**src/rtl/id_ex_stage.sv**
```systemverilog
// -----------------------------------------------------------------------------
// id_ex_stage
//
// This is the ID/EX pipeline register of the 5-stage MIPS core. On every rising
// edge it captures the decode-stage operands, register indices, extended
// immediate and control word. It also performs three jobs around that capture:
//   - Load-use hazard detection. Stall_ID holds the PC and IF/ID while a bubble
//     is inserted.
//   - Bubble insertion on a load-use hazard or on a branch/jump flush.
//   - Bypass of a write-back that lands in the same cycle into the captured
//     operands, because the register file read has already happened.
// A saturating counter records how many bubbles have been inserted.
//
// Ports
//   clk, rst_n              clock; asynchronous active-low reset
//   Rs_data_ID, Rt_data_ID  register file operands (Rt already byte-masked for sb)
//   Rs_ID, Rt_ID, Rd_ID     register indices of the decoding instruction
//   Imm_ID, ExtOp_ID        raw immediate; 1 = sign-extend, 0 = zero-extend
//   UsesRt_ID               instruction reads Rt as a source
//   Ctrl_ID                 {RegDst, ALUSrc, ALUOp[3:0], MemRead, MemWrite,
//                            MemtoReg, RegWrite}
//   LB_ID, SB_ID            byte load/store controls
//   Flush_ID                squash the decoding instruction
//   RegWrite_WB, RegWr_ID_WB, Write_data_WB   write-back port, used for bypass
//   Clear_count             synchronous clear of Bubble_count
//   Stall_ID                combinational stall request to PC and IF/ID
//   *_EX                    registered execute-stage copies
//   Bubble_count            bubbles inserted since reset or clear (saturating)
// -----------------------------------------------------------------------------
module id_ex_stage #(
  parameter int COUNT_W = 16
) (
  input  logic               clk,
  input  logic               rst_n,
  input  logic [31:0]        Rs_data_ID,
  input  logic [31:0]        Rt_data_ID,
  input  logic [4:0]         Rs_ID,
  input  logic [4:0]         Rt_ID,
  input  logic [4:0]         Rd_ID,
  input  logic [15:0]        Imm_ID,
  input  logic               ExtOp_ID,
  input  logic               UsesRt_ID,
  input  logic [9:0]         Ctrl_ID,
  input  logic               LB_ID,
  input  logic               SB_ID,
  input  logic               Flush_ID,
  input  logic               RegWrite_WB,
  input  logic [4:0]         RegWr_ID_WB,
  input  logic [31:0]        Write_data_WB,
  input  logic               Clear_count,
  output logic               Stall_ID,
  output logic [31:0]        Rs_data_EX,
  output logic [31:0]        Rt_data_EX,
  output logic [4:0]         Rs_EX,
  output logic [4:0]         Rt_EX,
  output logic [4:0]         Rd_EX,
  output logic [31:0]        Imm_EX,
  output logic [9:0]         Ctrl_EX,
  output logic               LB_EX,
  output logic               SB_EX,
  output logic [COUNT_W-1:0] Bubble_count
);

  // MemRead sits at bit 3 of the control word.
  logic mem_read_ex;
  logic hz;
  logic bubble;
  logic rs_fwd;
  logic rt_fwd;
  logic [31:0] rs_next;
  logic [31:0] rt_next;
  logic [31:0] imm_next;

  assign mem_read_ex = Ctrl_EX[3];

  // Load-use hazard. Index 0 is hard-wired to zero, so it never conflicts.
  assign hz = mem_read_ex && (Rt_EX != 5'd0) &&
              ((Rt_EX == Rs_ID) || (UsesRt_ID && (Rt_EX == Rt_ID)));

  // A flush squashes the instruction anyway, so there is nothing left to stall for.
  assign Stall_ID = hz && !Flush_ID;
  assign bubble   = Flush_ID || hz;

  // Same-cycle write-back bypass. The two operands are handled independently.
  assign rs_fwd = RegWrite_WB && (RegWr_ID_WB != 5'd0) && (RegWr_ID_WB == Rs_ID);
  assign rt_fwd = RegWrite_WB && (RegWr_ID_WB != 5'd0) && (RegWr_ID_WB == Rt_ID);

  assign rs_next = rs_fwd ? Write_data_WB : Rs_data_ID;
  // For sb, the Rt operand only carries the low byte. The bypassed value is
  // narrowed to match the masking the register file path already applied.
  assign rt_next = !rt_fwd ? Rt_data_ID :
                   SB_ID   ? {24'b0, Write_data_WB[7:0]} : Write_data_WB;

  assign imm_next = ExtOp_ID ? {{16{Imm_ID[15]}}, Imm_ID} : {16'b0, Imm_ID};

  always_ff @(posedge clk or negedge rst_n) begin
    if (!rst_n) begin
      Rs_data_EX   <= '0;
      Rt_data_EX   <= '0;
      Rs_EX        <= '0;
      Rt_EX        <= '0;
      Rd_EX        <= '0;
      Imm_EX       <= '0;
      Ctrl_EX      <= '0;
      LB_EX        <= 1'b0;
      SB_EX        <= 1'b0;
      Bubble_count <= '0;
    end else begin
      // Data and index fields capture every cycle, including during bubbles.
      // A zero control word keeps them harmless downstream.
      Rs_data_EX <= rs_next;
      Rt_data_EX <= rt_next;
      Rs_EX      <= Rs_ID;
      Rt_EX      <= Rt_ID;
      Rd_EX      <= Rd_ID;
      Imm_EX     <= imm_next;
      Ctrl_EX    <= bubble ? 10'd0 : Ctrl_ID;
      LB_EX      <= bubble ? 1'b0  : LB_ID;
      SB_EX      <= bubble ? 1'b0  : SB_ID;

      if (Clear_count) begin
        Bubble_count <= '0;
      end else if (bubble && (Bubble_count != {COUNT_W{1'b1}})) begin
        Bubble_count <= Bubble_count + 1'b1;
      end
    end
  end

endmodule

```
**config.mk**
```make
export PLATFORM = sky130hd
export DESIGN_NAME = id_ex_stage
export DESIGN_NICKNAME = d
export VERILOG_FILES = /design/src/rtl/id_ex_stage.sv
export SDC_FILE = /design/constraint.sdc
export NUM_CORES = 1
export LEC_CHECK = 0
export ABC_AREA = 1
export BUFFER_PORTS_ARGS = -buffer_cell sky130_fd_sc_hd__buf_2
export CORE_MARGIN = 5
export CORE_UTILIZATION = 30
export CTS_BUF_LIST = sky130_fd_sc_hd__clkbuf_4
export CTS_CLUSTER_DIAMETER = 150
export DETAILED_ROUTE_END_ITERATION = 16
export PLACE_DENSITY = 0.69
export SETUP_SLACK_MARGIN = 0.4
export SLEW_MARGIN = 20
export SYNTH_ARGS = -nofsm -noshare
export SYNTH_HDL_FRONTEND = slang
export SYNTH_SLANG_ARGS = --single-unit
```
**constraint.sdc**
```tcl
create_clock -name clk -period 1.4 [get_ports clk]
set_input_delay 0.07 -clock clk [delete_from_list [all_inputs] [get_ports clk]]
set_output_delay 0.07 -clock clk [all_outputs]
set_load 0.02 [all_outputs]
```
* Word-level counts from Yosys, hierarchy flattened
Index checks and enable logic that the tools add are counted.
Cells by class: add/subtract/negate cells 1, equality and inequality tests 5, multiplexer cells 9, reductions and logical operators 14
Operators by type and width (number):
- $mux 32 | 4
- $mux 16 | 2
- $eq 5x5->1 | 4
- $add 16x1->16 const B | 1
- $ne 16x16->1 const B | 1
- $mux 10 | 1
- $reduce_bool 5->1 | 2
- $logic_and 1x1->1 | 8
- $logic_or 1x1->1 | 2
- $mux 1 | 2
- $reduce_bool 2->1 | 1
- $logic_not 1->1 | 1
Word-level totals: register bits after elaboration 139, output and inout bits 140, word-level logic and storage cells 39

* Depth between registers and ports, before layout
word-level depth 8, gate-level depth with buffers 12, mapped depth without buffers 11

* Least setup slack after synthesis
No wires, ideal clock.
path kind reg-to-reg, start point reg Bubble_count[0], end point reg Bubble_count[6], arrival time 1.594 ns, required time 1.281 ns, setup slack -0.313 ns, stages on the path, launching flop included 10, path through dfrtp_1 ha_1 nand2_1 inv_2 nand4_1 nor2_2 nand4_4 buf_2 nand4_1 nand2_1
On the way: longest elaborated chain between the ends 3, elaborated cells on any way between the ends 6, those cells by class add/sub (1); eq/ne (1); mux (2); reduce/logical (2)
Ends and longest elaborated chain:
- start, declared | line 61 | output logic [COUNT_W-1:0] Bubble_count
- start signal, assigned | line 124 | Bubble_count <= Bubble_count + 1'b1;
- $add 16x1->16 or $ne 16x16->1 (tied branches) | line 124, 123
- $mux 16 or $logic_and 1x1->1 (tied branches) | line 123 | end else if (bubble && (Bubble_count != {COUNT_W{1'b1}})) begin
- $mux 16 or $reduce_bool 2->1 (tied branches)
Several ways; a longest one is shown, not always the timed one. The select of a mux whose other input is x is not followed. A chain may end at the register's enable or synchronous reset.

* Worst setup path after layout
start point reg Rt_EX[2], end point reg Bubble_count[5]
On the way: longest elaborated chain between the ends 7, elaborated cells on any way between the ends 10, those cells by class eq/ne (2); reduce/logical (8)
Ends and longest elaborated chain:
- start, declared | line 55 | output logic [4:0] Rt_EX,
- start signal, assigned | line 114 | Rt_EX <= Rt_ID;
- $eq 5x5->1 | line 78 | ((Rt_EX == Rs_ID) || (UsesRt_ID && (Rt_EX == Rt_ID)));
- $logic_and 1x1->1 | line 78
- $logic_or 1x1->1 | line 78
- $logic_and 1x1->1 * | line 77 | assign hz = mem_read_ex && (Rt_EX != 5'd0) &&
- $logic_or 1x1->1 * | line 82 | assign bubble = Flush_ID || hz;
- $logic_and 1x1->1 * | line 123
- $reduce_bool 2->1 (no source line) *
Every way passes the cells marked *; elsewhere a longest branch is shown, timed or not.

==> reports/results.tsv <==
stage	metric	value	unit
power	internal_power	0.005978	W
yosys	synth_area	5214	um^2
yosys	synth_seq_area_share	59.52	%
placed_design	post-place-cells	1094	
power	comb_power_share	23.7	%
flow_run	maxCapViolCount	0	
power	p_clk_share	31.5	%
power	power.switching	0.002665	W
critical_path	reg2reg_depth	13	
final_layout	layout-drive-gt1-share	41.92	%
final_layout	postLayoutCoreUtil	60.74	%
placed_design	place_hpwl	12520	um
die	die-height	141.8	um
final_layout	fillers	1288	
clock_tree	clockBufferDepth	2	
yosys	synth_cell_types	27	
critical_path	startpoint_type	register	
die	die_w	141.8	um
global_routing	grt_overflow	0	
routing	drt_iter0_markers	295	
critical_path	required	1830	ps
power	seqPwrFrac	44.9	%
die	core_area	17180	um^2
sta	rsz0062_at_grt	true	
yosys	syn-num-nets	727	
power	vdd_drop_max	0.4039	mV
sta	fmax	541.3	MHz
yosys	avgSynthCellArea	9.067	um^2
die	initial_core_util	30.35	%
yosys	async_flop_share	100.0	%
critical_path	worstPathMaxFanout	5	
sta	slew-limit-headroom	67.05	%
yosys	syn-instance-count	575	
clock_tree	clkSinkCount	124	
sta	setup_viol	31	
clock_tree	path_clk_slew	140	ps
critical_path	r2r_slack	-450	ps
die	row_count	48	
power	p_sw_share	30.83	%
yosys	ys.flop_type	dfrtp_1	
sta	slew_violations	0	
run_status	violations	negative setup slack	
routing	detail_route.wl_per_cell	16.69	um
yosys	synth_area_leaders	dfrtp_1 60%, nand2_1 13%, nand3_1 4.7%	
run_status	status	complete, but fails checks	
sta	fin_worst_skew	21.06	ps
die	die_area	20120	um^2
global_routing	antenna_found_initial	1	
critical_path	path_class	register to register	
routing	drt-total-wl	21850	um
yosys	synth_edf_count	0	
power	p_leak	5.398	nW
routing	vias_per_cell	4.592	
placed_design	port_buffers	290	
clock_tree	h-tree-depth	4	
sta	post-route-min-period	1847	ps
yosys	ys_seq_elements	124	
final_layout	final_nets	1222	
critical_path	cp.arrival	2280	ps
final_layout	syn_to_final_growth	100.1	%
min_path	hold_class	input pin to async pin	
final_layout	fin_cells	1309	
placed_design	routabilityCongestion	0.8375	
critical_path	r2r_start	Rt_EX[2]$_DFF_PN0_	
routing	drt_drc_violations_left	0	
critical_path	endpoint_kind	register	
global_routing	grt_pass1_vias	6480	
sta	timing.final.hold_violations	0	
yosys	netlist.area_leader.share	59.52	%
global_routing	gr-usage-all-layers	21.66	%
yosys	synth_top_cell_by_area	dfrtp_1	
routing	via_count	6011	
critical_path	r2r_end	Bubble_count[5]$_DFFE_PN0P_	
clock_tree	cts_tree	built	
routing	antenna_left	0	
routing	firstDrtPassIters	5	
sta	tightest_slew	493.5	ps
sta	layout_setup_ws	-447.3	ps
clock_tree	cts_buffers	17	
global_routing	grt_max_degree	65	
global_routing	grt_pass1_wl	33820	um
clock_tree	cts-root-buf	clkbuf_4	
clock_tree	clock_latency	520	ps
power	power_density	828.4	nW/um^2
sta	timing.final.crit_share	131.9	%
yosys	yosys_warnings	0	
die	ios	291	
cell usage in the layout (no fill, tap or decap), types with 3 or more instances in the layout:
| master | instances |
|---|---|
| xnor2_1 | 3 |
| inv_6 | 6 |
| inv_1 | 45 |
| dfrtp_2 | 12 |
| nand2_2 | 4 |
| clkinv_4 | 3 |
| o21ai_1 | 41 |
| buf_2 | 149 |
| inv_2 | 7 |
| o21ai_0 | 3 |
| nand4_1 | 17 |
| nor2_2 | 12 |
| buf_12 | 13 |
| dlygate4sd3_1 | 142 |
| dfrtp_1 | 112 |
| buf_6 | 164 |
| clkbuf_4 | 17 |
| buf_4 | 42 |
| nand2_1 | 175 |
| nor2_1 | 27 |
| nand3_2 | 3 |
| xor2_1 | 14 |
| nand2_8 | 3 |
| nand3_1 | 46 |
critical path, cell delays in order, from the launching register on:
cell and delay [ps]:
dfrtp_2 440, buf_6 130, nor2_2 70, nand3_1 90, o21ai_1 130, inv_1 60, nand2_2 70, buf_4 130
nand2_8 80, buf_4 160, buf_12 120, buf_16 120, nand4_1 80, nand2_1 60
worst max-delay path by stage:
stage	start	end	slack, ps	cells after the start
floorplan	Bubble_count[0]$_DFFE_PN0P_	Bubble_count[10]$_DFFE_PN0P_	-190	10
global placement	Bubble_count[1]$_DFFE_PN0P_	Bubble_count[3]$_DFFE_PN0P_	-140	9
detailed placement	Bubble_count[1]$_DFFE_PN0P_	Bubble_count[1]$_DFFE_PN0P_	-210	9
CTS	Rt_EX[2]$_DFF_PN0_	Stall_ID	-490	9
global route	Rt_EX[4]$_DFF_PN0_	Stall_ID	-640	10
finish	Rt_EX[2]$_DFF_PN0_	Bubble_count[5]$_DFFE_PN0P_	-450	13
stage by stage:
stage	setup WS [ps]	area (um^2)	setup TNS (ps)	power [W]	hold WS, ps
2_1_floorplan	-194.9	5351	-2544	0.004527	-225.6
3_5_place_dp	-206.1	7192	-3280	0.005177	111.6
5_1_grt	-636.3	10430	-13330	0.009043	44.38
6_report	-447.3	10430	-9863	0.008643	70.54
3_3_place_gp	-136.6	7192	-1996	0.005155	101.9
4_1_cts	-487.8	10340	-7545	0.008669	29.69
cell usage after synthesis (all sizes together), types with 2 or more instances:
master	number
nand2	181
inv	52
nor4	2
buf	33
clkbuf	7
nor2	41
nand4	18
xnor2	4
o21ai	45
nand3	49
dfrtp	124
xor2	14
sequential cells by signal, summed over array words and instances, names as in the netlist:
name,count
Imm_EX,17
LB_EX,1
Rt_data_EX,32
SB_EX,1
Rs_EX,5
Bubble_count,16
Rs_data_EX,32
Rd_EX,5
Rt_EX,5
Ctrl_EX,10
power groups by stage:
| stage | Clock [W] | Combinational, W | Sequential [W] |
|---|---|---|---|
| 2_1_floorplan | 0 | 0.000376 | 0.00415 |
| 3_3_place_gp | 0 | 0.00126 | 0.00389 |
| 3_5_place_dp | 0 | 0.00128 | 0.00390 |
| 4_1_cts | 0.00282 | 0.00197 | 0.00388 |
| 5_1_grt | 0.00296 | 0.00218 | 0.00390 |
| 6_report | 0.00272 | 0.00205 | 0.00388 |
per-layer routing:
layer	vias to the layer above	routed length (um)	global-route usage [%]
li1	2807	-	-
met1	2834	7697	23.39
met2	303	11680	39.14
met3	67	1660	5.831
met4	0	816	10.30
met5	-	0	0
what timing repair did:
action                                  4_1_cts  5_1_grt
gates cloned                                  5        0
buffers inserted                             29        6
hold buffers                                142        0
pin swaps                                    21        8
gates resized for setup                     317       16
endpoints found under the setup margin      168      168
endpoints found under the hold margin       236        0
cell type report:
type                       count  area [um^2]  share of cell area [%]
clock buffer                  17        127.6                   1.223
sequential                   124         3118                   29.89
multi-input combinational    360         1807                   17.32
antenna                        1        2.502                 0.02399
inverter                      52        195.2                   1.871
clock inverter                15        176.4                   1.691
timing repair buffer         515         4725                   45.29
tap                          225        281.5                   2.698
cells by family after synthesis:
| kind of cell | share of synthesized area [%] |
|---|---|
| compound gates | 4.704 |
| simple gates | 24.21 |
| buf+inv | 8.303 |
| xor+xnor | 3.024 |
| fa+ha+maj | 0.2399 |
| flops | 59.52 |
Note: power is estimated with default switching activity, not from simulation.
